**config.mk**
```make
export PLATFORM = sky130hd
export DESIGN_NAME = inst_queue
export DESIGN_NICKNAME = d
export VERILOG_FILES = /design/src/rtl/inst_queue.sv
export SDC_FILE = /design/constraint.sdc
export NUM_CORES = 2
export LEC_CHECK = 0
export ABC_CLOCK_PERIOD_IN_PS = 9200
export BUFFER_PORTS_ARGS = -buffer_cell sky130_fd_sc_hd__clkbuf_2
export CAP_MARGIN = 20
export CORE_MARGIN = 2
export CORE_UTILIZATION = 57
export CTS_CLUSTER_DIAMETER = 100
export DETAILED_ROUTE_END_ITERATION = 8
export PLACE_DENSITY = 0.76
export SLEW_MARGIN = 10
export SYNTH_ARGS = -nofsm -noshare
export SYNTH_HDL_FRONTEND = slang
export SYNTH_SLANG_ARGS = --single-unit
```
**constraint.sdc**
```tcl
create_clock -name i_clk -period 9.2 [get_ports i_clk]
set_clock_uncertainty 0.15 [all_clocks]
set_input_delay 0.46 -clock i_clk [delete_from_list [all_inputs] [get_ports i_clk]]
set_output_delay 0.46 -clock i_clk [all_outputs]
set_load 0.05 [all_outputs]
```
**src/rtl/inst_queue.sv**
```systemverilog
// Multi-port instruction queue between fetch and dual-issue decode.
// Circular buffer with all-or-nothing writes, prefix pops and delay-slot-preserving flush.
module inst_queue #(
    parameter int DEPTH   = 16,
    parameter int FETCH_W = 2,
    parameter int ISSUE_W = 2,
    parameter int DATA_W  = 32,
    parameter int EXP_W   = 12
) (
    input  logic                       i_clk,
    input  logic                       i_rst,
    input  logic                       i_flush,
    input  logic                       i_flush_keep_ds,
    input  logic [FETCH_W-1:0]         i_wr_en,
    input  logic [FETCH_W*DATA_W-1:0]  i_wr_data,
    input  logic [31:0]                i_wr_addr,
    input  logic [FETCH_W*EXP_W-1:0]   i_wr_exp,
    output logic                       o_wr_ack,
    input  logic [ISSUE_W-1:0]         i_rd_en,
    output logic [ISSUE_W*DATA_W-1:0]  o_rd_data,
    output logic [ISSUE_W*32-1:0]      o_rd_addr,
    output logic [ISSUE_W*EXP_W-1:0]   o_rd_exp,
    output logic [ISSUE_W-1:0]         o_rd_valid,
    output logic [$clog2(DEPTH):0]     o_count,
    output logic                       o_empty,
    output logic                       o_almost_empty,
    output logic                       o_full,
    output logic                       o_ds_missing
);

    localparam int AW = $clog2(DEPTH);
    localparam int CW = AW + 1;
    localparam logic [CW-1:0] ONE_C   = CW'(1);
    localparam logic [CW-1:0] DEPTH_C = CW'(DEPTH);
    localparam logic [CW-1:0] FETCH_C = CW'(FETCH_W);

    logic [DATA_W-1:0] r_data [DEPTH];
    logic [31:0]       r_addr [DEPTH];
    logic [EXP_W-1:0]  r_exp  [DEPTH];
    logic [AW-1:0]     r_head;
    logic [AW-1:0]     r_tail;
    logic [CW-1:0]     r_count;
    logic              r_ds_missing;

    logic [CW-1:0]     w_n_push;
    logic [CW-1:0]     w_n_pop;
    logic [CW-1:0]     w_free;
    logic              w_full;
    logic              w_wr_ack;
    logic              w_push_run;
    logic              w_pop_run;
    logic [ISSUE_W-1:0] w_rd_valid;
    logic [AW-1:0]     w_pop_ptr;

    // Push/pop counts are the lengths of the contiguous prefixes from slot 0.
    always_comb begin
        w_n_push   = '0;
        w_push_run = 1'b1;
        for (int k = 0; k < FETCH_W; k++) begin
            if (w_push_run && i_wr_en[k]) begin
                w_n_push = w_n_push + ONE_C;
            end else begin
                w_push_run = 1'b0;
            end
        end
        w_n_pop   = '0;
        w_pop_run = 1'b1;
        for (int i = 0; i < ISSUE_W; i++) begin
            w_rd_valid[i] = (r_count > CW'(i));
            if (w_pop_run && i_rd_en[i] && w_rd_valid[i]) begin
                w_n_pop = w_n_pop + ONE_C;
            end else begin
                w_pop_run = 1'b0;
            end
        end
    end

    // Acceptance uses registered count only; full blocks even writes that would fit.
    assign w_free    = DEPTH_C - r_count;
    assign w_full    = (w_free < FETCH_C);
    assign w_wr_ack  = i_rst && !i_flush && !w_full && (w_n_push != '0) && (w_n_push <= w_free);
    assign w_pop_ptr = r_head + w_n_pop[AW-1:0];

    // Pointer, occupancy and delay-slot status update.
    always_ff @(posedge i_clk) begin
        if (!i_rst) begin
            r_head       <= '0;
            r_tail       <= '0;
            r_count      <= '0;
            r_ds_missing <= 1'b0;
        end else if (i_flush) begin
            if (i_flush_keep_ds && (r_count > w_n_pop)) begin
                r_head       <= w_pop_ptr;
                r_tail       <= w_pop_ptr + AW'(1);
                r_count      <= ONE_C;
                r_ds_missing <= 1'b0;
            end else begin
                r_head       <= '0;
                r_tail       <= '0;
                r_count      <= '0;
                r_ds_missing <= i_flush_keep_ds;
            end
        end else begin
            r_head       <= w_pop_ptr;
            r_tail       <= w_wr_ack ? (r_tail + w_n_push[AW-1:0]) : r_tail;
            r_count      <= r_count - w_n_pop + (w_wr_ack ? w_n_push : '0);
            r_ds_missing <= 1'b0;
        end
    end

    // Entry storage; not reset, contents are only meaningful under rd_valid.
    always_ff @(posedge i_clk) begin
        for (int k = 0; k < FETCH_W; k++) begin
            if (w_wr_ack && (CW'(k) < w_n_push)) begin
                r_data[r_tail + AW'(k)] <= i_wr_data[k*DATA_W +: DATA_W];
                r_addr[r_tail + AW'(k)] <= i_wr_addr + 32'(4 * k);
                r_exp[r_tail + AW'(k)]  <= i_wr_exp[k*EXP_W +: EXP_W];
            end else begin
                r_data[r_tail + AW'(k)] <= r_data[r_tail + AW'(k)];
                r_addr[r_tail + AW'(k)] <= r_addr[r_tail + AW'(k)];
                r_exp[r_tail + AW'(k)]  <= r_exp[r_tail + AW'(k)];
            end
        end
    end

    // Oldest ISSUE_W entries presented from the head, wrapping through index 0.
    always_comb begin
        o_rd_data = '0;
        o_rd_addr = '0;
        o_rd_exp  = '0;
        for (int i = 0; i < ISSUE_W; i++) begin
            o_rd_data[i*DATA_W +: DATA_W] = r_data[r_head + AW'(i)];
            o_rd_addr[i*32 +: 32]         = r_addr[r_head + AW'(i)];
            o_rd_exp[i*EXP_W +: EXP_W]    = r_exp[r_head + AW'(i)];
        end
    end

    assign o_wr_ack       = w_wr_ack;
    assign o_rd_valid     = w_rd_valid;
    assign o_count        = r_count;
    assign o_empty        = (r_count == '0);
    assign o_almost_empty = (r_count == ONE_C);
    assign o_full         = w_full;
    assign o_ds_missing   = r_ds_missing;

endmodule

```
# Word-level counts from Yosys, hierarchy flattened
# Memory sizes are Yosys's and may differ from the RTL's. A register that Yosys moved wholly into a read port is not among the register bits.
# Cells that the tools add are included.
# totals
memories,3
inputBits,128
wordCells,84
ram_bits,1216
output_inout_bits,164
regBits,14
# classes
eq_ne,3
muxes,29
magnitude_cmp,7
addsub,11
bitwise,8
n_reduce_logical,19
# mem_list
memory,depth,width,rd,rd_ports_with_merged_regs,wr,line_no,text
r_addr,16,32,2,1,2,38,logic [31:0] r_addr [DEPTH];
r_data,16,32,2,1,2,37,logic [DATA_W-1:0] r_data [DEPTH];
r_exp,16,12,2,1,2,39,logic [EXP_W-1:0] r_exp [DEPTH];
# ops
operator,count
two-way mux 32 bit,4
"adder 32 x 3 -> 32 bit, second input constant",1
two-way mux 4 bit,8
two-way mux 12 bit,2
two-way mux 5 bit,3
"adder 4 x 1 -> 4 bit, second input constant",3
logical AND 1 bit,11
two-way mux 1 bit,11
"greater-than comparator 5 x 1 -> 1 bit, second input constant",2
"less-than comparator 1 x 5 -> 1 bit, first input constant",2
adder 4 bit,2
bitwise OR 1 bit,6
"adder 5 x 1 -> 5 bit, second input constant",1
adder 5 bit,1
"== test 5 x 1 -> 1 bit, second input constant",1
greater-than comparator 5 bit,1
<= comparator 5 bit,1
zero test 5 bit,1
"less-than comparator 5 x 2 -> 1 bit, second input constant",1
nonzero test 5 bit,1
subtractor 5 bit,1
"subtractor 5 bit, first input constant",1
AND reduction 2 bit,2
OR reduction 3 bit,1
other kinds (6),9

# Logic depth before layout (Yosys ltp)
# logic_depth
depth_word,11
ltp_mapped,21
ltp_nobuf,18

# Least setup slack after synthesis
# Ideal clock, no wire load.
# synth_path
kind,flip-flop to flip-flop
from,"register r_count[1], in the netlist o_count[1]"
to,memory r_addr[4][0] (enable)
arrival_time_ps,8419
period_less_slack_ps,9195
required_ps,8423
setup_time_ps,627
path_stages_with_launch,12
setup_slack_ps,5
path_buffers,2
cell_sequence,dfxtp_1 inv_1 ha_1 inv_1 ha_1 nor2b_1 a2bb2oi_1 o221ai_2 clkbuf_1 buf_2 nand2_1 o32ai_1
# synth_rtl
item,line_no,text
from (decl),42,logic [CW-1:0] r_count;
from (signal assigned),106,r_count <= r_count - w_n_pop + (w_wr_ack ? w_n_push : '0);
to (decl),38,

==> results by group <==
Outcome
  • Status: finished clean

Final layout
  • P&R area growth vs syn: 9.10%
  • Commonest non-fill, non-tap cell in the layout: edfxtp_1
  • Commonest cells after routing, fill and taps aside: edfxtp_1, mux4_2, mux2_2
  • Share of post-route cells with drive strength above 1: 0.408
  • Net count, final: 4,942

Worst setup path
  • Maximum fanout along the worst path: 111
  • Worst endpoint data arrival time: 4.99 ns
  • Buf/Inv on CP: 3
  • CP max-delay cell: buf_4
  • Crit path max-delay family: buffers and inverters
  • Kind of end point of the critical path: output pin
  • Crit path required time: 8.59 ns
  • CP peak stage delay: 0.93 ns
  • Crit start category: flip-flop
  • Cell Chain, Critical Path: buf_12, buf_4, mux4_2, nor2b_1, a211oi_1, a31oi_1, clkbuf_2
  • Crit Path Class: flip-flop to output pin

Clock network
  • CTS Buffer Depth: 3
  • CTS tree: done
  • PostCTS Resize Cnt: 0
  • Worst-path clk slew: 0.06 ns
  • Total CTS buffers: 137
  • CTS Sinks: 1,230
  • Worst-Skew Late Latency: 0.79 ns
  • Hold_buf cts: 7
  • Root Buffer: clkbuf_16
  • Post-CTS Setup Repair Bufs: 0
  • CTS H-tree depth: 4

Power and ir drop
  • Power Total: 18,400 uW
  • LEAKAGE: 0.0249 uW
  • P per Cell Area: 229 mW/mm^2
  • Peak VDD IR: 0.000587 V

Die
  • Rows: 131
  • Total die area: 0.132 mm^2
  • Die Width: 363 um
  • Initial Util: 0.576
  • Die H: 363 um
  • Core ar.: 0.128 mm^2
  • IO Pins: 292

Yosys
  • Mapped Nets: 4,953
  • Cell variety after synth: 64
  • Synth Instances: 4,799
  • Synth Cell Area: 0.0737 mm^2
  • Mapped Avg Cell Area: 15.3 um^2
  • Async set or reset register ratio after synthesis: 0
  • Register area share after synthesis: 0.500
  • Leading post-synthesis cells by cell area: edfxtp_1, mux4_2, mux2_2
  • Synth warn: 0
  • Yosys reg bits: 1,230
  • EDFF count, synth: 1,216
  • Dominant synthesized flop cell: edfxtp_1
  • Area leader, netlist: edfxtp_1
  • Yosys top cell area share: 0.496

STA
  • RSZ-0062 raised after global routing: no
  • Hold Violations, Final: 0
  • Final period util: 0.608
  • Slew Limit Fails: 0
  • Crit path time final: 5.60 ns
  • Slew headroom: 0.170
  • Fmax: 0.179 GHz
  • Setup violators final: 0
  • Setup_tns: 0 ns
  • Worst slew pin tran: 1.25 ns

Detailed routing
  • WL final: 223,000 um
  • Post-route ant nets: 0
  • DR WL/cell: 34.0 um
  • Detailed Route Iter0 Violations: 6,972
  • Post-route DRC: 0
  • Via count: 48,444
  • Number of detailed-routing iterations run before antenna repair: 8
  • Vias per inst: 7.38

Global routing
  • GR Overflow Total: 0
  • Global-route wire length before repair: 325,000 um
  • Vias in the first global route: 48,351
  • Pin count of the biggest net entering global routing: 189
  • Tot GR Track Use: 0.338
  • Initial antenna violation count: 13

Hold path
  • Min-Delay Path Class: primary input to flip-flop

Place
  • GP Congestion: 0.859
  • Port-buffer cells: 291
  • Dpl hpwl: 127,000 um

Flow run
  • Max-capacitance violation count: 0
[metal layers]
| metal | up-vias | track usage | wire (um) |
|---|---|---|---|
| met5 | - | 0.00726 | 227 |
| met2 | 3558 | 0.529 | 105000 |
| met4 | 16 | 0.146 | 10300 |
| met3 | 718 | 0.0916 | 27900 |
| li1 | 19326 | - | - |
| met1 | 24826 | 0.448 | 80000 |
[Yosys cell counts, types with 14 or more instances]
master and n:
nand2_1 116, a31oi_1 27, a21oi_1 87, mux2_1 51
nor2_1 64, buf_4 21, o21ai_0 37, xor2_1 219
mux2_2 669, edfxtp_1 1216, nor3_1 177, buf_2 174
clkbuf_1 283, xnor2_1 222, mux4_2 684, a211oi_1 77
nor4_1 67, buf_1 60, buf_6 17, nand3_1 155
and2_1 57, inv_1 22, ha_1 22, mux2i_1 50
dfxtp_1 14, nand4_1 97, nor2b_1 33
[worst register-to-register path, delay by kind of cell, from the launching register on]
kind                     cells  cell delay (ns)
AO/OA/AOI/OAI                2             0.64
adder cells (fa/ha/maj)      2             0.62
buffers and inverters        4             1.69
flip-flops                   1             0.48
AND/OR/NAND/NOR              3             1.18
[report_power, final]
part | internal (uW) | switching [uW] | leakage (uW)
sequential | 6280 | 108 | 0.0111
clock | 2990 | 2350 | 0.00205
combinational | 2460 | 4260 | 0.0118
total | 11700 | 6720 | 0.0249
[state kept, by name, indices dropped and copies added, names as in the netlist]
register	count
o_count	5
r_exp	192
o_ds_missing	1
r_head	4
r_tail	4
r_data	512
r_addr	512
[path summary, 6_finish.rpt]
check,from,to,slack (ns),cells past startpoint
setup / recovery,r_head[0]$_SDFF_PN0_,o_rd_addr[21],3.60,7
hold / removal,i_wr_exp[3],r_exp[13][3]$_DFFE_PP_,0.03,2
setup reg to reg,o_count[0]$_SDFF_PN0_,r_data[2][1]$_DFFE_PP_,3.91,11
hold reg to reg,r_tail[2]$_SDFFE_PN0P_,r_tail[2]$_SDFFE_PN0P_,0.59,2
[layout make-up]
type,instances,area [um^2]
Fill cell,9252,47500
Multi-Input combinational cell,2990,34600
Sequential cell,1230,36800
Timing Repair Buffer,406,2530
Antenna cell,9,22.5
Tap cell,1662,2080
Clock buffer,172,3600
Clock inverter,72,653
Inverter,23,88.8
[kinds of logic after synthesis]
| family | after synthesis | share of synthesized area |
|---|---|---|
| flip-flops | 1230 | 0.500 |
| adder cells (fa/ha/maj) | 26 | 0.00482 |
| AND/OR/NAND/NOR | 823 | 0.0611 |
| AO/OA/AOI/OAI | 246 | 0.0208 |
| multiplexers | 1454 | 0.326 |
| buffers and inverters | 579 | 0.0353 |
| XOR/XNOR | 441 | 0.0524 |
[through the flow]
stage               hold slack [ns]  std cells  setup slack (ns)   util  area [um^2]
floorplan                     0.409       4799           0.00489      -        73700
global placement              0.544       6297              3.98  0.593        75900
detailed placement            0.569       6301              3.93  0.594        76000
CTS                         0.00147       6552              3.71  0.628        80300
global route                 0.0351       6561              3.38  0.629        80400
finish                       0.0299       6564              3.60  0.629        80400
Power figures use the tool's default switching activity.
